**config.mk**
```make
export PLATFORM = sky130hd
export DESIGN_NAME = param_bus_arbiter_flat
export DESIGN_NICKNAME = d
export VERILOG_FILES = /design/src/rtl/param_bus_arbiter_if.sv /design/src/rtl/param_bus_arbiter.sv /design/src/flat_wrapper.sv
export SDC_FILE = /design/constraint.sdc
export NUM_CORES = 1
export LEC_CHECK = 0
export ABC_AREA = 1
export CAP_MARGIN = 15
export CORE_ASPECT_RATIO = 0.9
export CORE_UTILIZATION = 45
export DETAILED_ROUTE_END_ITERATION = 6
export DONT_BUFFER_PORTS = 1
export SYNTH_ARGS = -nofsm -noshare
export SYNTH_HDL_FRONTEND = slang
export SYNTH_SLANG_ARGS = --single-unit
```
**constraint.sdc**
```tcl
create_clock -name sCLK_XVXENVS -period 1.7 [get_ports sCLK_XVXENVS]
set_clock_uncertainty 0.1 [all_clocks]
set_input_delay 0.17 -clock sCLK_XVXENVS [delete_from_list [all_inputs] [get_ports sCLK_XVXENVS]]
set_output_delay 0.17 -clock sCLK_XVXENVS [all_outputs]
set_load 0.05 [all_outputs]
```
**src/rtl/param_bus_arbiter_if.sv**
```systemverilog
// rtl/param_bus_arbiter_if.sv - patch-parameter bus and CC/SysEx requester handshakes
interface param_bus_arbiter_if;
   // Real-time MIDI CC requester
   logic       cc_req;
   logic       cc_we;
   logic [1:0] cc_bank;
   logic [6:0] cc_adr;
   logic [7:0] cc_wdata;
   logic       cc_gnt;

   // SysEx patch engine requester
   logic       sx_req;
   logic       sx_we;
   logic [1:0] sx_bank;
   logic [6:0] sx_adr;
   logic [7:0] sx_wdata;
   logic       sx_last;
   logic       sx_gnt;

   // Shared read return
   logic [7:0] rdata;

   // Register-file side
   logic [6:0] bus_adr;
   logic [7:0] bus_wdata;
   logic [7:0] bus_rdata;
   logic       write;
   logic       read;
   logic       osc_sel;
   logic       com_sel;
   logic       m1_sel;
   logic       m2_sel;

   // Burst status
   logic       sysex_data_patch_send;
   logic       sx_abort;

   // master: the arbiter, which owns the register-file bus and issues grants
   modport master (
      input  cc_req, cc_we, cc_bank, cc_adr, cc_wdata,
      input  sx_req, sx_we, sx_bank, sx_adr, sx_wdata, sx_last,
      input  bus_rdata,
      output cc_gnt, sx_gnt, rdata,
      output bus_adr, bus_wdata, write, read,
      output osc_sel, com_sel, m1_sel, m2_sel,
      output sysex_data_patch_send, sx_abort
   );

   // slave: requesters and register file as seen from outside the arbiter
   modport slave (
      output cc_req, cc_we, cc_bank, cc_adr, cc_wdata,
      output sx_req, sx_we, sx_bank, sx_adr, sx_wdata, sx_last,
      output bus_rdata,
      input  cc_gnt, sx_gnt, rdata,
      input  bus_adr, bus_wdata, write, read,
      input  osc_sel, com_sel, m1_sel, m2_sel,
      input  sysex_data_patch_send, sx_abort
   );
endinterface

```
**src/rtl/param_bus_arbiter.sv**
```systemverilog
// rtl/param_bus_arbiter.sv - CC/SysEx patch-parameter bus arbiter; burst watchdog under PARAM_BUS_WATCHDOG_EN
module param_bus_arbiter #(
   parameter int READ_LAT = 2,
   parameter int MAX_WAIT = 16
`ifdef PARAM_BUS_WATCHDOG_EN
   ,
   parameter int TIMEOUT  = 255
`endif
) (
   input logic                 sCLK_XVXENVS,
   input logic                 reset_data,
   param_bus_arbiter_if.master pb
);

   typedef enum logic [2:0] {
      IDLE    = 3'd0,
      SETUP   = 3'd1,
      STROBE  = 3'd2,
      WAIT_RD = 3'd3,
      DONE    = 3'd4
   } state_t;

   localparam int             WCW          = $clog2(MAX_WAIT + 1);
   localparam logic [WCW-1:0] WAIT_FULL    = WCW'(MAX_WAIT);
   localparam logic [2:0]     RD_WAIT_LAST = 3'(READ_LAT - 1);

   state_t         state_q;
   state_t         state_d;

   // Captured access: who owns it and what it does
   logic           owner_sx_q;
   logic           we_q;
   logic           last_q;
   logic [1:0]     bank_q;
   logic [6:0]     adr_q;
   logic [7:0]     wdata_q;
   logic [7:0]     rd_q;
   logic [2:0]     lat_q;

   // Burst ownership and CC starvation guard
   logic           lock_q;
   logic           send_q;
   logic [WCW-1:0] wait_q;

   // Arbitration decisions, only meaningful in IDLE
   logic           cc_turn;
   logic           sx_turn;
   logic           cc_busy;
   logic           wd_fire;

   // Decoded outputs
   logic           cc_gnt_c;
   logic           sx_gnt_c;
   logic           write_c;
   logic           read_c;
   logic [3:0]     sel_c;
   logic [7:0]     rdata_c;

   // A CC access in flight must not count against its own wait budget
   assign cc_busy = (state_q != IDLE) && !owner_sx_q;

   // State register; reset drops any in-flight access without a grant
   always_ff @(posedge sCLK_XVXENVS or posedge reset_data) begin
      if (reset_data) begin
         state_q <= IDLE;
      end else begin
         state_q <= state_d;
      end
   end

   // Next state, arbitration and per-state bus outputs
   always_comb begin
      state_d  = state_q;
      cc_turn  = 1'b0;
      sx_turn  = 1'b0;
      cc_gnt_c = 1'b0;
      sx_gnt_c = 1'b0;
      write_c  = 1'b0;
      read_c   = 1'b0;
      sel_c    = 4'b0000;
      rdata_c  = 8'h00;
      case (state_q)
         IDLE: begin
            // CC wins unless a burst holds the lock; a full wait counter
            // lets exactly one CC access through an open burst
            cc_turn = pb.cc_req && (!lock_q || (wait_q == WAIT_FULL));
            sx_turn = pb.sx_req && !cc_turn;
            if (cc_turn || sx_turn) begin
               state_d = SETUP;
            end
         end
         SETUP: begin
            sel_c   = 4'b0001 << bank_q;
            state_d = STROBE;
         end
         STROBE: begin
            sel_c   = 4'b0001 << bank_q;
            write_c = we_q;
            read_c  = !we_q;
            if (we_q || (READ_LAT == 1)) begin
               state_d = DONE;
            end else begin
               state_d = WAIT_RD;
            end
         end
         WAIT_RD: begin
            sel_c = 4'b0001 << bank_q;
            if (lat_q == RD_WAIT_LAST) begin
               state_d = DONE;
            end
         end
         DONE: begin
            cc_gnt_c = !owner_sx_q;
            sx_gnt_c = owner_sx_q;
            if (!we_q) begin
               rdata_c = rd_q;
            end
            state_d = IDLE;
         end
         default: begin
            state_d = IDLE;
         end
      endcase
   end

   // Capture the winner's request at the IDLE->SETUP edge and the read
   // return on the edge entering DONE
   always_ff @(posedge sCLK_XVXENVS or posedge reset_data) begin
      if (reset_data) begin
         owner_sx_q <= 1'b0;
         we_q       <= 1'b0;
         last_q     <= 1'b0;
         bank_q     <= 2'd0;
         adr_q      <= 7'h00;
         wdata_q    <= 8'h00;
         rd_q       <= 8'h00;
      end else begin
         if (cc_turn) begin
            owner_sx_q <= 1'b0;
            we_q       <= pb.cc_we;
            last_q     <= 1'b0;
            bank_q     <= pb.cc_bank;
            adr_q      <= pb.cc_adr;
            wdata_q    <= pb.cc_wdata;
         end else if (sx_turn) begin
            owner_sx_q <= 1'b1;
            we_q       <= pb.sx_we;
            last_q     <= pb.sx_last;
            bank_q     <= pb.sx_bank;
            adr_q      <= pb.sx_adr;
            wdata_q    <= pb.sx_wdata;
         end
         if ((state_q != DONE) && (state_d == DONE) && !we_q) begin
            rd_q <= pb.bus_rdata;
         end
      end
   end

   // Count cycles spent in WAIT_RD so the read return lines up with READ_LAT
   always_ff @(posedge sCLK_XVXENVS or posedge reset_data) begin
      if (reset_data) begin
         lat_q <= 3'd0;
      end else begin
         lat_q <= (state_d == WAIT_RD) ? lat_q + 3'd1 : 3'd0;
      end
   end

   // Burst lock, dump flag and CC starvation counter
   always_ff @(posedge sCLK_XVXENVS or posedge reset_data) begin
      if (reset_data) begin
         lock_q <= 1'b0;
         send_q <= 1'b0;
         wait_q <= '0;
      end else begin
         if (sx_turn) begin
            lock_q <= 1'b1;
            // Only the first access of a burst decides dump versus load
            if (!lock_q) begin
               send_q <= !pb.sx_we;
            end
         end else if (((state_q == DONE) && owner_sx_q && last_q) || wd_fire) begin
            lock_q <= 1'b0;
            send_q <= 1'b0;
         end

         if (cc_turn || !lock_q) begin
            wait_q <= '0;
         end else if (pb.cc_req && !cc_busy && (wait_q != WAIT_FULL)) begin
            wait_q <= wait_q + WCW'(1);
         end
      end
   end

`ifdef PARAM_BUS_WATCHDOG_EN
   localparam int WDW = $clog2(TIMEOUT + 1);

   logic [WDW-1:0] wd_q;
   logic           abort_q;
   logic           wd_idle;

   // An open burst that leaves the bus idle with no SysEx request is stalling
   assign wd_idle = lock_q && (state_q == IDLE) && !pb.sx_req;
   assign wd_fire = wd_idle && (wd_q == WDW'(TIMEOUT - 1));

   // Watchdog: release a stalled burst after TIMEOUT idle cycles
   always_ff @(posedge sCLK_XVXENVS or posedge reset_data) begin
      if (reset_data) begin
         wd_q    <= '0;
         abort_q <= 1'b0;
      end else begin
         abort_q <= wd_fire;
         if (!wd_idle || wd_fire) begin
            wd_q <= '0;
         end else begin
            wd_q <= wd_q + WDW'(1);
         end
      end
   end

   assign pb.sx_abort = abort_q;
`else
   assign wd_fire     = 1'b0;
   assign pb.sx_abort = 1'b0;
`endif

   assign pb.cc_gnt                = cc_gnt_c;
   assign pb.sx_gnt                = sx_gnt_c;
   assign pb.rdata                 = rdata_c;
   assign pb.bus_adr               = adr_q;
   assign pb.bus_wdata             = wdata_q;
   assign pb.write                 = write_c;
   assign pb.read                  = read_c;
   assign pb.osc_sel               = sel_c[0];
   assign pb.com_sel               = sel_c[1];
   assign pb.m1_sel                = sel_c[2];
   assign pb.m2_sel                = sel_c[3];
   assign pb.sysex_data_patch_send = send_q;

endmodule

```
**src/flat_wrapper.sv**
```systemverilog
// flat-port wrapper written by rule: the top's interface ports become plain ports
module param_bus_arbiter_flat 
#(
   parameter int READ_LAT = 2,
   parameter int MAX_WAIT = 16

)
  (sCLK_XVXENVS, reset_data, pb_cc_req, pb_cc_we, pb_cc_bank, pb_cc_adr, pb_cc_wdata, pb_sx_req, pb_sx_we, pb_sx_bank, pb_sx_adr, pb_sx_wdata, pb_sx_last, pb_bus_rdata, pb_cc_gnt, pb_sx_gnt, pb_rdata, pb_bus_adr, pb_bus_wdata, pb_write, pb_read, pb_osc_sel, pb_com_sel, pb_m1_sel, pb_m2_sel, pb_sysex_data_patch_send, pb_sx_abort);
  param_bus_arbiter_if pb_i ();
  input logic sCLK_XVXENVS;
  input logic reset_data;
  input wire logic [$bits(pb_i.cc_req)-1:0] pb_cc_req;
  input wire logic [$bits(pb_i.cc_we)-1:0] pb_cc_we;
  input wire logic [$bits(pb_i.cc_bank)-1:0] pb_cc_bank;
  input wire logic [$bits(pb_i.cc_adr)-1:0] pb_cc_adr;
  input wire logic [$bits(pb_i.cc_wdata)-1:0] pb_cc_wdata;
  input wire logic [$bits(pb_i.sx_req)-1:0] pb_sx_req;
  input wire logic [$bits(pb_i.sx_we)-1:0] pb_sx_we;
  input wire logic [$bits(pb_i.sx_bank)-1:0] pb_sx_bank;
  input wire logic [$bits(pb_i.sx_adr)-1:0] pb_sx_adr;
  input wire logic [$bits(pb_i.sx_wdata)-1:0] pb_sx_wdata;
  input wire logic [$bits(pb_i.sx_last)-1:0] pb_sx_last;
  input wire logic [$bits(pb_i.bus_rdata)-1:0] pb_bus_rdata;
  output wire logic [$bits(pb_i.cc_gnt)-1:0] pb_cc_gnt;
  output wire logic [$bits(pb_i.sx_gnt)-1:0] pb_sx_gnt;
  output wire logic [$bits(pb_i.rdata)-1:0] pb_rdata;
  output wire logic [$bits(pb_i.bus_adr)-1:0] pb_bus_adr;
  output wire logic [$bits(pb_i.bus_wdata)-1:0] pb_bus_wdata;
  output wire logic [$bits(pb_i.write)-1:0] pb_write;
  output wire logic [$bits(pb_i.read)-1:0] pb_read;
  output wire logic [$bits(pb_i.osc_sel)-1:0] pb_osc_sel;
  output wire logic [$bits(pb_i.com_sel)-1:0] pb_com_sel;
  output wire logic [$bits(pb_i.m1_sel)-1:0] pb_m1_sel;
  output wire logic [$bits(pb_i.m2_sel)-1:0] pb_m2_sel;
  output wire logic [$bits(pb_i.sysex_data_patch_send)-1:0] pb_sysex_data_patch_send;
  output wire logic [$bits(pb_i.sx_abort)-1:0] pb_sx_abort;
  assign pb_i.cc_req = pb_cc_req;
  assign pb_i.cc_we = pb_cc_we;
  assign pb_i.cc_bank = pb_cc_bank;
  assign pb_i.cc_adr = pb_cc_adr;
  assign pb_i.cc_wdata = pb_cc_wdata;
  assign pb_i.sx_req = pb_sx_req;
  assign pb_i.sx_we = pb_sx_we;
  assign pb_i.sx_bank = pb_sx_bank;
  assign pb_i.sx_adr = pb_sx_adr;
  assign pb_i.sx_wdata = pb_sx_wdata;
  assign pb_i.sx_last = pb_sx_last;
  assign pb_i.bus_rdata = pb_bus_rdata;
  assign pb_cc_gnt = pb_i.cc_gnt;
  assign pb_sx_gnt = pb_i.sx_gnt;
  assign pb_rdata = pb_i.rdata;
  assign pb_bus_adr = pb_i.bus_adr;
  assign pb_bus_wdata = pb_i.bus_wdata;
  assign pb_write = pb_i.write;
  assign pb_read = pb_i.read;
  assign pb_osc_sel = pb_i.osc_sel;
  assign pb_com_sel = pb_i.com_sel;
  assign pb_m1_sel = pb_i.m1_sel;
  assign pb_m2_sel = pb_i.m2_sel;
  assign pb_sysex_data_patch_send = pb_i.sysex_data_patch_send;
  assign pb_sx_abort = pb_i.sx_abort;
  param_bus_arbiter #(.READ_LAT(READ_LAT), .MAX_WAIT(MAX_WAIT)) u_core (.sCLK_XVXENVS(sCLK_XVXENVS), .reset_data(reset_data), .pb(pb_i));
endmodule
```
* Yosys cells after proc, flatten, opt, wreduce, memory -nomap -nowiden
Index checks and enable logic that the tools add are counted.
Cells by class: reductions and logical operators 25, mux-type cells 32, add/sub/neg operators 2, equality and inequality tests 11, shift-type cells 1
Operator list (number):
- $mux W8 | 4
- $mux W1 | 16
- $mux W7 | 2
- $mux W3 | 4
- $pmux W3 S4 | 1
- $mux W5 | 2
- $eq A3 B2 Y1 const B | 3
- $logic_and A1 B1 Y1 | 9
- $eq A3 B1 Y1 const B | 2
- $eq A3 B3 Y1 const B | 2
- $logic_not A1 Y1 | 6
- $reduce_bool A2 Y1 | 3
- $add A5 B1 Y5 const B | 1
- $eq A5 B5 Y1 const B | 1
- $ne A5 B5 Y1 const B | 1
- $mux W2 | 2
- $mux W4 | 1
- $shl A1 B2 Y4 const A | 1
- $add A3 B1 Y3 const B | 1
- $logic_not A3 Y1 | 1
- $logic_or A1 B1 Y1 | 3
- $ne A3 B3 Y1 const B | 1
- $reduce_bool A3 Y1 | 1
- $reduce_or A3 Y1 | 1
- 2 further kinds | 2
Storage, ports and cells: logic and storage cells 83, bits in registers 41

* Logic depth before layout (Yosys ltp)
depth after elaboration 11, mapped depth 12

* Least setup slack after synthesis
Ideal clock, no wire load.
path kind reg2out, start register u_core.state_q[2], end output pb_com_sel, setup slack -0.321 ns, stages on the path, launching flop included 4, required time 1.430 ns, arrival 1.751 ns, path buffers 0, path through dfrtp_1 > inv_2 > o21ai_0 > nor3_1
On the way: cells in the longest elaborated chain, start to end 3, elaborated cells on any way between the ends 5, classes of those cells eq/ne (3); mux (1); reduce/logical (1)
Ends and longest elaborated chain:
- start: declaration | RTL line param_bus_arbiter.sv:27 | state_t state_q;
- start signal: assignment | RTL line param_bus_arbiter.sv:67 | state_q <= state_d;
- $eq A3 B1 Y1 or $eq A3 B2 Y1 (tied branches) | RTL line param_bus_arbiter.sv:82 | case (state_q)
- $reduce_or A3 Y1 (no source line) (*)
- $mux W4 (*)
- end: declaration | RTL line flat_wrapper.sv:32 | output wire logic [$bits(pb_i.com_sel)-1:0] pb_com_sel;
Every way passes the cells marked *; elsewhere a longest branch is shown, timed or not.

* Worst setup path after layout
start register u_core.state_q[0], end output pb_sx_gnt
On the way: cells in the longest elaborated chain, start to end 2
Ends and longest elaborated chain:
- $eq A3 B3 Y1 | RTL line param_bus_arbiter.sv:82
- $mux W1 | RTL line param_bus_arbiter.sv:82
- end: declaration | RTL line flat_wrapper.sv:25 | output wire logic [$bits(pb_i.sx_gnt)-1:0] pb_sx_gnt;
Every way passes these cells.

==> results.md <==
- CP Launch Point: u_core.state_q[0]$_DFF_PP0_
- Worst Max-Slew Pin Slew: 520 ps
- Yosys reg bits: 41
- Reg2reg path depth: 7
- R2r startpoint: u_core.state_q[0]$_DFF_PP0_
- Vias post-DR: 2084
- FF-to-FF setup slack: 60 ps
- Peak Freq: 598 MHz
- Wire per inst: 13.6 um
- # fillers: 377
- H-tree depth: 2
- Syn_nets: 324
- Pin count of the biggest net entering global routing: 42
- Rel. slew slack: 0.654
- Clock latency on the worst-skew pair: 300 ps
- Sequential element share of the synthesized area: 0.482
- CP endpoint: pb_sx_gnt
- Port Buf Inserts: 0
- Clock root cell: clkbuf_8
- Critical Path Max Stage Delay: 440 ps
- RD Place Congestion: 0.830
- Area of the multi-input gates: 1010 um2
- VDD IR max: 1.22 mV
- Status: finished, final reports clean
- Share of cells above drive strength 1: 0.212
- Max Cap Viol: 0
- Number of top-level pins: 82
- DR iter-0 viols: 82
- WL final: 5580 um
- CP arrival: 1400 ps
- Total CTS buffers: 5
- Die ar.: 5010 um2
- Top FF cell, synth: dfrtp_1
- Critical Path Stages: 4
- Hold WC Path Type: input pin to register
- Final Hold Viols: 0
- Crit path cell chain: nor2_4 -> nand2_4 -> nor2_4 -> buf_6
- Startpoint types: register
- RSZ-0062 raised after global routing: yes
- WS Path Type: register to output pin
- Syn Std Cell Area: 2130 um2
- Post-synth EDFFs: 0
- Register area: 1030 um2
- Initial core utilization: 0.474
- Syn Area/Cell: 7.86 um2
- Area grow syn2layout: 45.8%
- Die Y: 67.3 um
- WP buf/inv: 1
- Rows: 23
- Final Max Slew Viols: 0
- PwrDens: 1860 nW/um2
- Mapped Cells: 271
- Worst EP required: 1430 ps
- Post-route clock period utilization: 0.983
- Core area: 4490 um2
- Via density: 5.07
- Grt ovf: 0
- Static leakage: 1.53 nW
- GRT Resource Usage Total: 0.221
- Dpl ws: 39.9 ps
- Placed insts: 348
- Tmin final: 1670 ps
- Delay-heaviest family, CP: simple AND/OR/NAND/NOR gates
- Vias in the first global route: 1864
- Diode count: 0
- YS warnings: 0
- Max Fanout on Critical Path: 10
- R2r endpoint: u_core.pb.bus_wdata[2]$_DFFE_PP0P_
- Antenna Violating Nets Remaining: 0
- # setup viols final: 0
- CP max stage cell: dfrtp_1
- CTS Sinks: 41
- Crit. End Element: output pin
- Final WS setup: 28.6 ps
- Drt first pass iters: 4
- CTS clk-pin slew, worst paths: 90 ps
- Net count, final: 401
- Die Wd: 74.5 um
- CTS tree: yes
- Dpl hpwl: 3200 um
- Most frequent CP cell: nor2_4
- Global-route wire length before repair: 8310 um
- DRC errors left: 0
- Worst-case clock buffer depth: 2
- Antenna violations before repair: 0
- Ys async rst share: 1.00
- Cell variety after synth: 28
- Fin cells: 411
==> what timing repair did <==
| action | in CTS | in global routing |
|---|---|---|
| pin swaps | 0 | 1 |
| hold buffers | 46 | 0 |
| buffers inserted | 2 | 6 |
| resized for setup | 5 | 20 |
| hold endpoints to repair | 69 | 0 |
| cloned | 0 | 1 |
| endpoints found under the setup margin | 14 | 43 |
==> through the flow <==
step / hold WS (ps) / cell area, um2 / util / total power (W) / TNS (ps)
6_report: 36.3 / 3100 / 0.691 / 0.00579 / 0
2_1_floorplan: 178 / 2160 / - / 0.00392 / -1280
5_1_grt: 74.9 / 3100 / 0.691 / 0.00616 / -591
4_1_cts: 11.9 / 2980 / 0.663 / 0.00554 / 0
3_5_place_dp: 120 / 2350 / 0.524 / 0.00445 / 0
3_3_place_gp: 121 / 2350 / 0.524 / 0.00441 / 0
==> flip-flops by register name, indices dropped and copies added, names as in the netlist, 2 cells and up <==
signal	flops
u_core.bank_q	2
u_core.rd_q	8
u_core.pb.bus_wdata	8
u_core.wait_q	5
u_core.lat_q	3
u_core.pb.bus_adr	7
u_core.state_q	3
==> tightest hold or removal path, cell delays in order <==
cell	delay, ps
nand3_4	90
nand4_1	90
nand2_1	50
==> power by group <==
part | internal, W | total [W] | leakage, nW | switching [W]
logic | 0.000945 | 0.00255 | 0.959 | 0.00160
registers | 0.00141 | 0.00231 | 0.507 | 0.000900
clock network | 0.000583 | 0.000928 | 0.0681 | 0.000345
total | 0.00294 | 0.00579 | 1.53 | 0.00285
==> area by class of cell <==
cell class	count	share of cell area
tap	62	0.0250
timing repair inverter	1	0.00242
inverter	28	0.0375
multi-input combinational	193	0.326
clock buffer	5	0.0222
clock inverter	3	0.0210
timing repair buffer	78	0.235
sequential	41	0.331
==> how the worst min path moves through the flow <==
stage	from	endpoint	slack, ps	cells past startpoint
global placement	reset_data	u_core.rd_q[0]$_DFFE_PP0P_	120	2
global route	pb_cc_req	u_core.wait_q[1]$_DFFE_PP0P_	70	4
floorplan	pb_sx_we	u_core.pb.sysex_data_patch_send$_DFFE_PP0P_	180	1
CTS	pb_cc_req	u_core.wait_q[3]$_DFFE_PP0P_	10	3
finish	pb_cc_req	u_core.wait_q[3]$_DFFE_PP0P_	40	3
detailed placement	reset_data	u_core.rd_q[0]$_DFFE_PP0P_	120	2
==> cell usage after synthesis (2+ instances only) <==
library cell	number	area share
a21oi_1	3	0.0070
buf_2	3	0.0070
buf_4	3	0.011
buf_6	2	0.011
clkinv_1	2	0.0035
dfrtp_1	41	0.48
ha_1	4	0.024
inv_1	23	0.041
inv_4	2	0.0059
nand2_1	88	0.16
nand2_2	4	0.012
nand3_1	51	0.12
nand4_1	8	0.024
nor2_1	18	0.032
nor3_1	4	0.0094
o21ai_0	3	0.0070
==> layer usage <==
metal  track usage  vias to the layer above  wire length (um)
li1              -                     1020                 -
met1         0.267                      980              2470
met2         0.392                       80              2720
met3        0.0657                        4               357
met4        0.0425                        0                36
met5             0                        -                 0
==> layout by cell type, fill, tap and decap left out, drive strengths merged, types with 3 or more instances in the layout <==
| master | netlist | layout |
|---|---|---|
| inv | 26 | 24 |
| ha | 4 | 4 |
| nor3 | 4 | 4 |
| dlygate4sd3 | 0 | 46 |
| clkinv | 2 | 4 |
| dfrtp | 41 | 41 |
| o21ai | 3 | 3 |
| nand3 | 53 | 53 |
| nand4 | 8 | 8 |
| clkbuf | 1 | 5 |
| nand2 | 93 | 93 |
| buf | 8 | 32 |
| nor2 | 20 | 20 |
| a21oi | 4 | 4 |
==> cells by family (layout without fill, tap and decap cells) <==
group	count (synthesis)	after routing	synth area share
fa+ha+maj	4	4	0.0235
simple gates	178	178	0.378
xor+xnor	2	2	0.00823
buf+inv	37	115	0.0817
compound gates	8	8	0.0253
other cells	1	1	0.00176
flops	41	41	0.482
Power figures use the tool's default switching activity.
